### src/rtl/cmd_engine.sv
// Host command engine: byte-stream commands drive CPU buses, control word and clocks.
// Optional CMD_ENGINE_ACK_EN: '.' ack after non-reply commands, '?' for unknown bytes.
module cmd_engine #(
  parameter int DATA_W = 8,
  parameter int ADDR_W = 16,
  parameter int CW_W = 32,
  parameter int FLAG_W = 4,
  parameter logic [CW_W-1:0] DEFAULT_CW = '0,
  parameter int PULSE_CYC = 1,
  parameter int RST_CYC = 2
) (
  input  logic              clk,
  input  logic              rst,
  input  logic [7:0]        rx_data,
  input  logic              rx_valid,
  output logic              rx_ready,
  output logic [7:0]        tx_data,
  output logic              tx_valid,
  input  logic              tx_ready,
  input  logic [DATA_W-1:0] bus_in,
  output logic [DATA_W-1:0] bus_out,
  output logic              bus_oe,
  input  logic [ADDR_W-1:0] addr_in,
  output logic [ADDR_W-1:0] addr_out,
  output logic              addr_oe,
  input  logic [FLAG_W-1:0] flags_in,
  output logic [CW_W-1:0]   control_word,
  output logic              cpu_clk,
  output logic              cpu_iclk,
  output logic              cpu_rst,
  output logic              halted
);

`ifdef CMD_ENGINE_ACK_EN
  localparam bit ACK = 1'b1;
`else
  localparam bit ACK = 1'b0;
`endif

  localparam int NB_D = (DATA_W + 7) / 8;
  localparam int NB_A = (ADDR_W + 7) / 8;
  localparam int NB_C = (CW_W + 7) / 8;
  localparam int NB_M = (NB_C > NB_A) ? ((NB_C > NB_D) ? NB_C : NB_D)
                                      : ((NB_A > NB_D) ? NB_A : NB_D);

  localparam logic [2:0] S_IDLE  = 3'd0;
  localparam logic [2:0] S_ARG   = 3'd1;
  localparam logic [2:0] S_EXEC  = 3'd2;
  localparam logic [2:0] S_SEND  = 3'd3;
  localparam logic [2:0] S_CLKH  = 3'd4;
  localparam logic [2:0] S_GAP   = 3'd5;
  localparam logic [2:0] S_ICLKH = 3'd6;
  localparam logic [2:0] S_HALT  = 3'd7;

  // reply strings stored byte-reversed so byte 0 goes out first
  localparam logic [71:0] IDENT = 72'("MVgolireV");
  localparam logic [71:0] BRK   = 72'("KRB#");

  logic [2:0]        state;
  logic [7:0]        cmd_q;
  logic [8*NB_M-1:0] arg_q;
  logic [3:0]        arg_cnt;
  logic [2:0]        arg_idx;
  logic [71:0]       txbuf;
  logic [3:0]        tx_len;
  logic [3:0]        tx_idx;
  logic [31:0]       pcnt;
  logic [31:0]       rst_cnt;
  logic              unused_arg;

  function automatic logic [3:0] nb_of(input logic [7:0] c);
    if (c == "A") return 4'(NB_A);
    else if (c == "B") return 4'(NB_D);
    else if (c == "O" || c == "M") return 4'(NB_C);
    else return 4'd0;
  endfunction

  assign rx_ready = (state == S_IDLE) || (state == S_ARG);
  assign tx_valid = (state == S_SEND);
  assign tx_data  = txbuf[{tx_idx, 3'b000} +: 8];
  assign cpu_clk  = (state == S_CLKH);
  assign cpu_iclk = (state == S_ICLKH);
  assign halted   = (state == S_HALT);
  assign cpu_rst  = (rst_cnt != 32'd0);
  assign unused_arg = ^arg_q;

  always_ff @(posedge clk or negedge rst) begin
    if (!rst) begin
      state        <= S_IDLE;
      cmd_q        <= '0;
      arg_q        <= '0;
      arg_cnt      <= '0;
      arg_idx      <= '0;
      txbuf        <= '0;
      tx_len       <= '0;
      tx_idx       <= '0;
      pcnt         <= '0;
      rst_cnt      <= 32'(RST_CYC);
      bus_out      <= '0;
      bus_oe       <= 1'b0;
      addr_out     <= '0;
      addr_oe      <= 1'b0;
      control_word <= DEFAULT_CW;
    end else begin
      if (rst_cnt != 32'd0) rst_cnt <= rst_cnt - 32'd1;
      unique case (state)
        S_IDLE: if (rx_valid) begin
          cmd_q   <= rx_data;
          arg_q   <= '0;
          arg_idx <= '0;
          arg_cnt <= nb_of(rx_data);
          if (rx_data == "O") begin
            bus_oe  <= 1'b0;
            addr_oe <= 1'b0;
          end
          state <= (nb_of(rx_data) != 4'd0) ? S_ARG : S_EXEC;
        end
        S_ARG: if (rx_valid) begin
          arg_q[{arg_idx, 3'b000} +: 8] <= rx_data;
          arg_idx <= arg_idx + 3'd1;
          arg_cnt <= arg_cnt - 4'd1;
          if (arg_cnt == 4'd1) state <= S_EXEC;
        end
        S_EXEC: begin
          tx_idx <= '0;
          tx_len <= 4'd1;
          txbuf  <= 72'(".");
          state  <= ACK ? S_SEND : S_IDLE;
          unique case (1'b1)
            cmd_q == "I": begin
              txbuf  <= IDENT;
              tx_len <= 4'd9;
              state  <= S_SEND;
            end
            cmd_q == "R": begin
              txbuf  <= BRK;
              tx_len <= 4'd4;
              state  <= S_SEND;
            end
            cmd_q == "a": begin
              txbuf  <= 72'(addr_in);
              tx_len <= 4'(NB_A);
              state  <= S_SEND;
            end
            cmd_q == "b": begin
              txbuf  <= 72'(bus_in);
              tx_len <= 4'(NB_D);
              state  <= S_SEND;
            end
            cmd_q == "s": begin
              txbuf <= 72'(flags_in);
              state <= S_SEND;
            end
            cmd_q == "r": begin
              txbuf <= '0;
              state <= S_SEND;
            end
            cmd_q == "A": begin
              addr_out <= arg_q[ADDR_W-1:0];
              addr_oe  <= 1'b1;
            end
            cmd_q == "B": begin
              bus_out <= arg_q[DATA_W-1:0];
              bus_oe  <= 1'b1;
            end
            cmd_q == "f": begin
              bus_oe  <= 1'b0;
              addr_oe <= 1'b0;
            end
            cmd_q == "O" || cmd_q == "M":
              control_word <= arg_q[CW_W-1:0];
            cmd_q == "c" || cmd_q == "T": begin
              pcnt  <= 32'(PULSE_CYC - 1);
              state <= S_CLKH;
            end
            cmd_q == "C": begin
              pcnt  <= 32'(PULSE_CYC - 1);
              state <= S_ICLKH;
            end
            cmd_q == "Q": state <= S_HALT;
            cmd_q == "N" || cmd_q == 8'hFF: state <= S_IDLE;
            default: txbuf <= 72'("?");
          endcase
        end
        S_SEND: if (tx_ready) begin
          if (tx_idx == tx_len - 4'd1) state <= S_IDLE;
          else tx_idx <= tx_idx + 4'd1;
        end
        S_CLKH: begin
          if (pcnt != 32'd0) pcnt <= pcnt - 32'd1;
          else if (cmd_q == "T") begin
            pcnt  <= 32'(PULSE_CYC - 1);
            state <= S_GAP;
          end else state <= ACK ? S_SEND : S_IDLE;
        end
        S_GAP: begin
          if (pcnt != 32'd0) pcnt <= pcnt - 32'd1;
          else begin
            pcnt  <= 32'(PULSE_CYC - 1);
            state <= S_ICLKH;
          end
        end
        S_ICLKH: begin
          if (pcnt != 32'd0) pcnt <= pcnt - 32'd1;
          else state <= ACK ? S_SEND : S_IDLE;
        end
        S_HALT: state <= S_HALT;
        default: state <= S_IDLE;
      endcase
    end
  end

endmodule

### config.mk
export PLATFORM = sky130hd
export DESIGN_NAME = cmd_engine
export DESIGN_NICKNAME = d
export VERILOG_FILES = /design/src/rtl/cmd_engine.sv
export SDC_FILE = /design/constraint.sdc
export NUM_CORES = 1
export LEC_CHECK = 0
export ABC_AREA = 1
export CAP_MARGIN = 20
export CORE_UTILIZATION = 58
export CTS_BUF_LIST = sky130_fd_sc_hd__clkbuf_16
export CTS_CLUSTER_SIZE = 14
export DETAILED_ROUTE_END_ITERATION = 8
export PLACE_DENSITY_LB_ADDON = 0.12
export SYNTH_ARGS = -nofsm -noshare
export SYNTH_HDL_FRONTEND = slang
export SYNTH_SLANG_ARGS = --single-unit
### constraint.sdc
create_clock -name clk -period 2.1 [get_ports clk]
set_input_delay 0.42 -clock clk [delete_from_list [all_inputs] [get_ports clk]]
set_output_delay 0.42 -clock clk [all_outputs]
set_load 0.005 [all_outputs]
==> results of run 1 <==
-- registers in the layout (all words and copies together), names as in the netlist --
register,count
arg_cnt,4
addr_oe,1
control_word,32
pcnt,32
state,3
tx_len,3
addr_out,16
rst_cnt,32
cmd_q,8
txbuf,19
bus_oe,1
tx_idx,4
arg_idx,3
bus_out,8
arg_q,32
-- cell type report --
type,count,area (µm²),share of cell area
inverters,175,677,0.0492
repair buffers,214,1960,0.142
flip-flops and latches,198,4970,0.361
multi-input cells,1039,5220,0.380
clock inverters,15,224,0.0163
clock buffers,17,425,0.0309
well taps,229,287,0.0208
-- where the power goes --
part | switching, mW | leakage (nW) | internal (mW)
Sequential | 0.392 | 2.69 | 4.26
Clock | 1.88 | 0.309 | 1.69
Combinational | 5.71 | 4.29 | 3.15
Total | 7.98 | 7.29 | 9.10
-- path summary, 6_finish.rpt --
path                                     endpoint              startpoint  slack [ns]
max                                    tx_data[2]   tx_idx[1]$_DFFE_PN0P_       -0.05
min                        bus_out[1]$_DFFE_PN0P_  bus_out[1]$_DFFE_PN0P_        0.49
max reg2reg                 arg_q[24]$_DFFE_PN0P_  arg_idx[0]$_DFFE_PN0P_        0.07
min reg2reg                bus_out[1]$_DFFE_PN0P_  bus_out[1]$_DFFE_PN0P_        0.49
max in group asynchronous  arg_idx[0]$_DFFE_PN0P_                     rst        0.99
min in group asynchronous    txbuf[0]$_DFFE_PN0P_                     rst        0.50
-- kinds of logic after synthesis --
kind of cell	count (synthesis)	share of synthesized area
xor gates and xnor gates	26	0.0211
buffers and inverters	212	0.0774
muxes	16	0.0167
DFF	198	0.458
and+or+nand+nor	795	0.314
AOI/OAI and AO/OA	193	0.102
adders and majority gates	9	0.0104
-- routing by layer --
layer  up-vias  wire length [µm]  global-route usage
met3        65              2180              0.0691
li1       5096                 -                   -
met2       390             14600               0.548
met5         -                 0                   0
met4         0               702               0.112
met1      4965             12600               0.416
-- stage by stage --
step / std cells / hold WS [ns] / setup WS, ns / cell area (µm²)
after floorplan: 1449 / 0.124 / 0.210 / 10800
after CTS: 1877 / 0.493 / -0.0691 / 13600
after detailed placement: 1822 / 0.411 / 0.00221 / 12600
after global routing: 1887 / 0.517 / -0.116 / 13800
after global placement: 1822 / 0.404 / -0.00279 / 12600
final: 1887 / 0.491 / -0.0536 / 13800
-- critical path, delay by kind of cell (launching register included) --
| family | cells | cell delay, ns |
|---|---|---|
| AOI/OAI and AO/OA | 1 | 0.06 |
| DFF | 1 | 0.45 |
| and+or+nand+nor | 2 | 0.30 |
| buffers and inverters | 3 | 0.47 |
-- layout by cell type, fill, tap and decap left out, types with 4 or more instances in the layout --
cell and instances:
or2_2 8, nand3b_1 4, o21ai_1 14, clkdlybuf4s50_1 97, buf_12 6, xor2_1 22
buf_2 9, dfrtp_1 189, nor2_4 8, nand3_1 116, o21ai_0 95, mux2_2 16
a21oi_1 21, xnor2_1 4, o211ai_1 5, buf_4 86, clkinv_8 6, nor3_1 16
nand2_1 422, nand4_1 39, inv_12 6, nor2_1 145, o21a_1 19, clkbuf_16 17
inv_2 8, dfrtp_2 8, inv_4 4, buf_6 9, o22ai_1 18, nand2_2 7
inv_1 161, ha_1 8, nor2_2 11
-- what timing repair did --
| action | CTS | global route |
|---|---|---|
| cloned | 1 | 0 |
| hold endpoints to repair | 42 | 0 |
| pin swaps | 15 | 17 |
| hold buffers | 1 | 0 |
| resized for setup | 86 | 36 |
| buffers inserted | 22 | 11 |
| endpoints found under the setup margin | 15 | 52 |
==> metrics.txt, run 1 <==
Cell Area, Synth 10,800 µm²; Starting DRT DRC Count 776; final hold vios 0; ys async rst share 1.00; IO Pins 112; top cell type's share of synthesized area 0.456; VDD IR max 0.00128 V; Post-DP HPWL 20,700 µm; Inserted Clock Buffers 17; RePlAce Congestion 0.962; number of synthesized flops with an enable pin 0; Power Dens Cells 1240 nW/µm²; NumNets Final 1,694; global-route wire length before repair 50,000 µm; fin crit share 1.03; filler instances 1,362; Final setup viols 6; max-cap viol count 0; CP Cell Sequence buf_4 -> nor2_4 -> nand4_1 -> buf_4 -> o221ai_1 -> buf_2; First-pass DRT Iterations 9; P&R area growth vs syn 27.3%; sequential fraction of the synthesis area 0.458; synthesized area per cell 7.46 µm²; R2R cell count 8; Startpoint Class flip-flop; CTS Root Cell clkbuf_16; Starting Density 0.598; Die Ht 139 µm; CP Capture Type primary output; Syn Inst Count 1,449; Vias 10.5k; clock-pin slew on the worst setup and hold paths 0.08 ns; GRT Total Usage 0.325; CTS tree yes; core area 18,100 µm²; top-count cell post-synth nand2_1; unrepaired setup endpoints after global routing yes; Worst Hold Class reg2reg; largest fanout on the critical path 5; Slew Limit Fails 0; clk_lat worst skew 0.45 ns; ant diodes 0; Core Rows 49; status finished with violations; Main synth FF type dfrtp_1; failing checks design-rule violations, negative setup slack; largest net degree at the start of global routing 49; final setup TNS -0.144 ns; Leak Pwr 7.29 nW; WL/cell 16.0 µm; fraction of layout cells with a size suffix above 1 0.145; CP Class reg2out; f_max 464 MHz; Yosys cell types 48; gr ovfl total 0; CTS H-Tree Depth 4; Clock Skew 0.0144 ns; largest cells by area after synthesis dfrtp_1 46%, nand2_1 15%, inv_1 5.9%; total die area 19,200 µm²; Pwr Total 17.1 mW; YS warnings 0; Worst Path Required 1.68 ns; Final min period 2.15 ns; hold path depth 2; vias in the first global route 10.4k; Largest stage delay, worst path 0.45 ns; final wirelength 30,100 µm; top post-synthesis cells by count 428 x nand2_1, 197 x dfrtp_1, 169 x inv_1; Antenna Nets Post-Route 0; #FFs+latches synth 198; initial antenna violation count 0; Chip Width 139 µm; Slew headroom 0.687; Mapped Nets 1,498; # port buffers 111; final worst-path setup slack -0.0536 ns; worst-margin pin slew 0.466 ns; Bufs on Longest Clock Path 2; worst-path cell with the longest stage delay dfrtp_2; Crit path top cell by count buf_4; routed vias/inst 5.57; leading area contributor after synthesis dfrtp_1; clk sinks 198; Worst Path Arrival 1.73 ns; Util after Layout 0.761; DRC viols 10
(Power assumes the default switching activity.)
==> run 2, diff against run 1 <==
- CORE_UTILIZATION: 58 -> 60
- clock period: 2.1 -> 2.5 ns (I/O delays scaled with it)
==> run 2 against run 1 <==
Effect of this change: the flow now finishes without violations; sequential cell count unchanged; sequential share of layout area increased by 1.7 points; die area decreased by 3.3%.
==> metrics.txt, run 2 (synthesis gave the netlist of run 1 again) <==
status finished clean; Inserted Clock Buffers 17; # port buffers 111; max-cap viol count 0; initial antenna violation count 0; Antenna Nets Post-Route 0; CP Cell Sequence nor2_2 -> inv_1 -> nor2_1 -> nand2_1 -> nor3_2 -> nand3_1 -> dlygate4sd2_1; RePlAce Congestion 0.921; Worst Hold Class in2async; vias in the first global route 9,624; DRC viols 0; Startpoint Class flip-flop; Critical R2R Capture rst_cnt[8]$_DFFE_PN0P_; P&R area growth vs syn 21.6%; First-pass DRT Iterations 5; Power Dens Cells 1020 nW/µm²; Clock Skew 0.0116 ns; combinational fraction of design power 0.508; Util after Layout 0.755; Starting Density 0.621; Pwr Total 13.4 mW; CTS H-Tree Depth 4; sequential power share 0.292; clk_lat worst skew 0.43 ns; ant diodes 0; Bufs on Longest Clock Path 2; Chip Width 136 µm; Final setup viols 0; CP Capture Type primary output; Starting DRT DRC Count 826; total die area 18,600 µm²; fraction of layout cells with a size suffix above 1 0.0941; switching share of total power 0.459; clk sinks 198; largest fanout on the critical path 4; Largest stage delay, worst path 0.42 ns; Slew Limit Fails 0; WL/cell 15.2 µm; f_max 409 MHz; largest net degree at the start of global routing 54; Final min period 2.44 ns; GRT Total Usage 0.312; VDD IR max 0.00118 V; R2R cell count 15; commonest non-fill, non-tap cell in the layout nand2_1; CTS tree yes; Slew headroom 0.430; IO Pins 112; global-route wire length before repair 45,600 µm; clock-pin slew on the worst setup and hold paths 0.08 ns; NumNets Final 1,640; Vias 10.2k; core area 17,400 µm²; most frequent cells in the layout 425 x nand2_1, 191 x dfrtp_1, 168 x inv_1, 149 x nor2_1, 118 x nand3_1; clock share of power 0.200; gr ovfl total 0; CTS Root Cell clkbuf_16; worst-path cell with the longest stage delay dfrtp_1; filler instances 1,336; CTS hold repair buffers 0; Post-DP HPWL 19,900 µm; Internal 7.23 mW; Worst Path Arrival 1.94 ns; Sw Pwr 6.14 mW; Die Ht 136 µm; R2R setup slack 0.07 ns; Leak Pwr 6.97 nW; routed vias/inst 5.59; final hold vios 0; final wirelength 27,700 µm; Core Rows 48; worst-margin pin slew 0.855 ns; CP Class reg2out; worst r2r src rst_cnt[13]$_DFFE_PN0P_; fin crit share 0.978; Worst Path Required 2.00 ns
-- run 2: changes by cell type in the layout (fill, tap and decap cells not counted), moves of 5 or more --
| cell | change |
|---|---|
| buf_4 | -43 |
| buf_2 | -8 |
| buf_6 | -8 |
| inv_1 | +7 |
| inv_12 | -6 |
| dlymetal6s2s_1 | +5 |
| nor2_2 | -5 |
| o21ai_0 | +5 |
-- run 2: per-stage QoR --
step	instance area [µm²]	TNS [ns]	hold slack [ns]	instances	worst slack, ns
after floorplan	10800	0	0.204	1449	0.610
after global placement	12300	0	0.465	1779	0.239
after detailed placement	12300	0	0.473	1779	0.111
after CTS	13000	-0.0212	0.0421	1821	-0.0212
after global routing	13100	-0.0388	0.0429	1829	-0.0219
final	13100	0	0.0215	1829	0.0552
-- run 2: critical path: cells and delay by family (launching register included) --
kind,cells,cell delay (ns)
simple gates,5,0.71
buf+inv,2,0.37
flops,1,0.42
-- run 2: what timing repair did --
action,4_1_cts,5_1_grt
gates cloned,0,0
setup buffers,10,10
gates resized for setup,18,32
endpoints found under the setup margin,9,16
pin swaps,2,8
-- run 2: area by class of cell --
cell class / count / area (µm²) / share of cell area
Clock inverter: 15 / 143 / 0.0108
Inverter: 175 / 661 / 0.0503
Sequential cell: 198 / 4960 / 0.378
Clock buffer: 17 / 425 / 0.0324
Tap cell: 225 / 282 / 0.0214
Multi-Input combinational cell: 1039 / 5120 / 0.390
Timing Repair Buffer: 160 / 1550 / 0.118
-- run 2: routing by layer --
| layer | vias up | wire [µm] | GRT usage |
|---|---|---|---|
| li1 | 4986 | - | - |
| met4 | 0 | 624 | 0.102 |
| met3 | 60 | 1640 | 0.0615 |
| met5 | - | 0 | 0 |
| met1 | 4847 | 12200 | 0.414 |
| met2 | 339 | 13300 | 0.513 |
-- run 2: worst max-delay path by stage --
stage,slack [ns],endpoint,cells past startpoint,startpoint
after global routing,-0.02,cpu_rst,7,rst_cnt[13]$_DFFE_PN0P_
after global placement,0.24,arg_q[23]$_DFFE_PN0P_,8,rx_valid
after floorplan,0.61,pcnt[21]$_DFFE_PN0P_,13,pcnt[0]$_DFFE_PN0P_
final,0.06,cpu_rst,7,rst_cnt[13]$_DFFE_PN0P_
after CTS,-0.02,tx_data[0],9,tx_idx[1]$_DFFE_PN0P_
after detailed placement,0.11,arg_q[23]$_DFFE_PN0P_,8,rx_valid
-- run 2: power by group through the flow --
stage / clock network, mW / logic (mW) / registers (mW)
2_1_floorplan: 0 / 4.90 / 3.88
3_3_place_gp: 0 / 6.50 / 3.94
3_5_place_dp: 0 / 6.65 / 3.94
4_1_cts: 2.69 / 6.72 / 3.89
5_1_grt: 2.82 / 7.64 / 3.95
6_report: 2.67 / 6.80 / 3.91
==> run 3, diff against run 2 <==
- CORE_UTILIZATION: 60 -> 52
- HOLD_SLACK_MARGIN: not set -> 0.1
- clock period: 2.5 -> 2.2 ns (I/O delays scaled with it)
==> run 3 against run 2 <==
Effect of this change: critical path depth is 1 lower; final cell count rose by 4.4%; global-route usage decreased by 3.7 points; wire length up 4.8%; first-iteration DRC count fell by 0.12%; clock skew rose by 0.0067 ns; sequential share of layout area decreased by 1.5 points; combinational power rose by 21%; largest cell class unchanged; sequential power increased by 14%; largest power group unchanged; sequential cell count did not move; clock power is 29% higher.
==> metrics.txt, run 3 (synthesis gave the netlist of run 1 again) <==
WHS 0.427 ns; routed vias/inst 5.40; unrepaired setup endpoints after global routing yes; Worst Path Arrival 1.75 ns; max-cap viol count 0; Die Ht 146 µm; Clock Skew 0.0182 ns; Crit path top cell by count nand2_1; fraction of layout cells with a size suffix above 1 0.137; largest fanout on the critical path 8; RePlAce Congestion 0.924; Chip Width 146 µm; final hold vios 0; met1 WL 13,000 µm; Starting DRT DRC Count 825; total die area 21,400 µm²; Sw Pwr 7.49 mW; Final setup viols 0; GRT Total Usage 0.275; sequential power share 0.276; Worst Hold Class in2async; vias in the first global route 9,797; CP delay by family, top flip-flops; Antenna Nets Post-Route 0; switching share of total power 0.465; Vias 10.3k; CP Capture Type primary output; Bufs on Longest Clock Path 2; clk sinks 198; CP bufs+invs 2; NumNets Final 1,675; clock share of power 0.214; most frequent cells in the layout 422 x nand2_1, 187 x dfrtp_1, 160 x inv_1, 140 x nor2_1, 115 x nand3_1; top layer in use met4; DR WL met3 1680 µm; R2R cell count 14; DRC viols 0; fin crit share 0.997; Slew headroom 0.691; Slew Limit Fails 0; CTS Root Cell clkbuf_16; Placed Area 12,500 µm²; Internal 8.63 mW; clk_lat worst skew 0.45 ns; # port buffers 111; Starting Density 0.533; largest net degree at the start of global routing 53; worst r2r src rst_cnt[6]$_DFFE_PN0P_; CTS H-Tree Depth 4; final setup TNS 0 ns; filler instances 1,748; Setup WS pre-CTS -0.0269 ns; clock-pin slew on the worst setup and hold paths 0.08 ns; final instance area 13,700 µm²; CTS tree yes; core area 20,300 µm²; Critical R2R Capture rst_cnt[22]$_DFFE_PN0P_; worst-margin pin slew 0.462 ns; WL/cell 15.2 µm; gr ovfl total 0; IO Pins 112; worst-path cell with the longest stage delay dfrtp_2; First-pass DRT Iterations 5; final worst-path setup slack 0.00683 ns; f_max 456 MHz; Worst Path Required 1.76 ns; Post-DP HPWL 20,100 µm; global-route wire length before repair 47,500 µm; Inserted Clock Buffers 17; Startpoint Class flip-flop; R2R setup slack 0.14 ns; ant diodes 0; Power Dens Cells 1180 nW/µm²; Leak Pwr 7.16 nW; status finished clean; Largest stage delay, worst path 0.47 ns; CP Class reg2out; Final min period 2.19 ns; P&R area growth vs syn 26.7%; VDD IR max 0.000819 V; initial antenna violation count 0; commonest non-fill, non-tap cell in the layout nand2_1; combinational fraction of design power 0.510; CP Cell Sequence buf_4 -> nor2_2 -> o221ai_1 -> nand2_1 -> nand2_1 -> dlygate4sd2_1; WL met2 13,900 µm; Core Rows 52; final wirelength 29,000 µm
==> run 3: worst reg2reg max path, cell delays in order, from the launching register on <==
cell and delay (ns):
dfrtp_2 0.46, nor2_4 0.15, nand3_4 0.09, nor4_4 0.26
buf_4 0.16, buf_4 0.09, buf_4 0.09, buf_4 0.09
buf_4 0.09, buf_4 0.10, nand2_4 0.05, nor2_4 0.17
nand2_1 0.07, nand2_1 0.06, nand2_1 0.05
==> run 3: how the worst max path moves through the flow <==
stage,from,to,slack (ns),cells after the start
CTS,rst_cnt[13]$_DFFE_PN0P_,cpu_rst,-0.13,7
detailed placement,rx_valid,arg_q[23]$_DFFE_PN0P_,-0.03,8
global route,tx_idx[0]$_DFFE_PN0P_,tx_data[6],-0.08,6
finish,tx_idx[0]$_DFFE_PN0P_,tx_data[6],0.007,6
floorplan,pcnt[0]$_DFFE_PN0P_,pcnt[21]$_DFFE_PN0P_,0.31,13
global placement,rx_valid,arg_q[23]$_DFFE_PN0P_,0.03,8
==> run 3: stage by stage <==
step / power (mW) / utilization / std cells
after floorplan: 9.98 / - / 1449
after global placement: 12.2 / 0.615 / 1837
after detailed placement: 12.3 / 0.615 / 1837
after CTS: 15.9 / 0.660 / 1894
after global routing: 17.3 / 0.675 / 1909
final: 16.1 / 0.675 / 1909
==> run 3: power groups by stage <==
stage / clock network (mW) / logic, mW / registers, mW
6_report: 3.45 / 8.22 / 4.45
5_1_grt: 3.64 / 9.15 / 4.50
4_1_cts: 3.49 / 7.97 / 4.42
3_5_place_dp: 0 / 7.86 / 4.49
3_3_place_gp: 0 / 7.69 / 4.48
2_1_floorplan: 0 / 5.57 / 4.41
==> run 3: final cells by class <==
type / count / area, µm² / share of cell area
clock buffer: 17 / 425 / 0.0310
multi-input combinational: 1040 / 5280 / 0.385
tap: 270 / 338 / 0.0247
timing repair inverter: 1 / 7.51 / 0.000548
sequential: 198 / 4970 / 0.363
clock inverter: 15 / 231 / 0.0169
timing repair buffer: 193 / 1780 / 0.130
inverter: 175 / 671 / 0.0489
==> run 3: repair_timing <==
| item | in CTS | in global routing |
|---|---|---|
| setup endpoints to repair | 14 | 89 |
| cloned | 0 | 2 |
| buffers inserted | 24 | 16 |
| hold endpoints to repair | 20 | 0 |
| gates resized for setup | 56 | 64 |
| hold buffers | 1 | 0 |
| pin swaps | 9 | 22 |
==> run 3: layer usage <==
metal / GRT usage / up-vias
li1: - / 5061
met3: 0.0550 / 38
met2: 0.454 / 288
met5: 0 / -
met4: 0.0677 / 0
met1: 0.373 / 4922
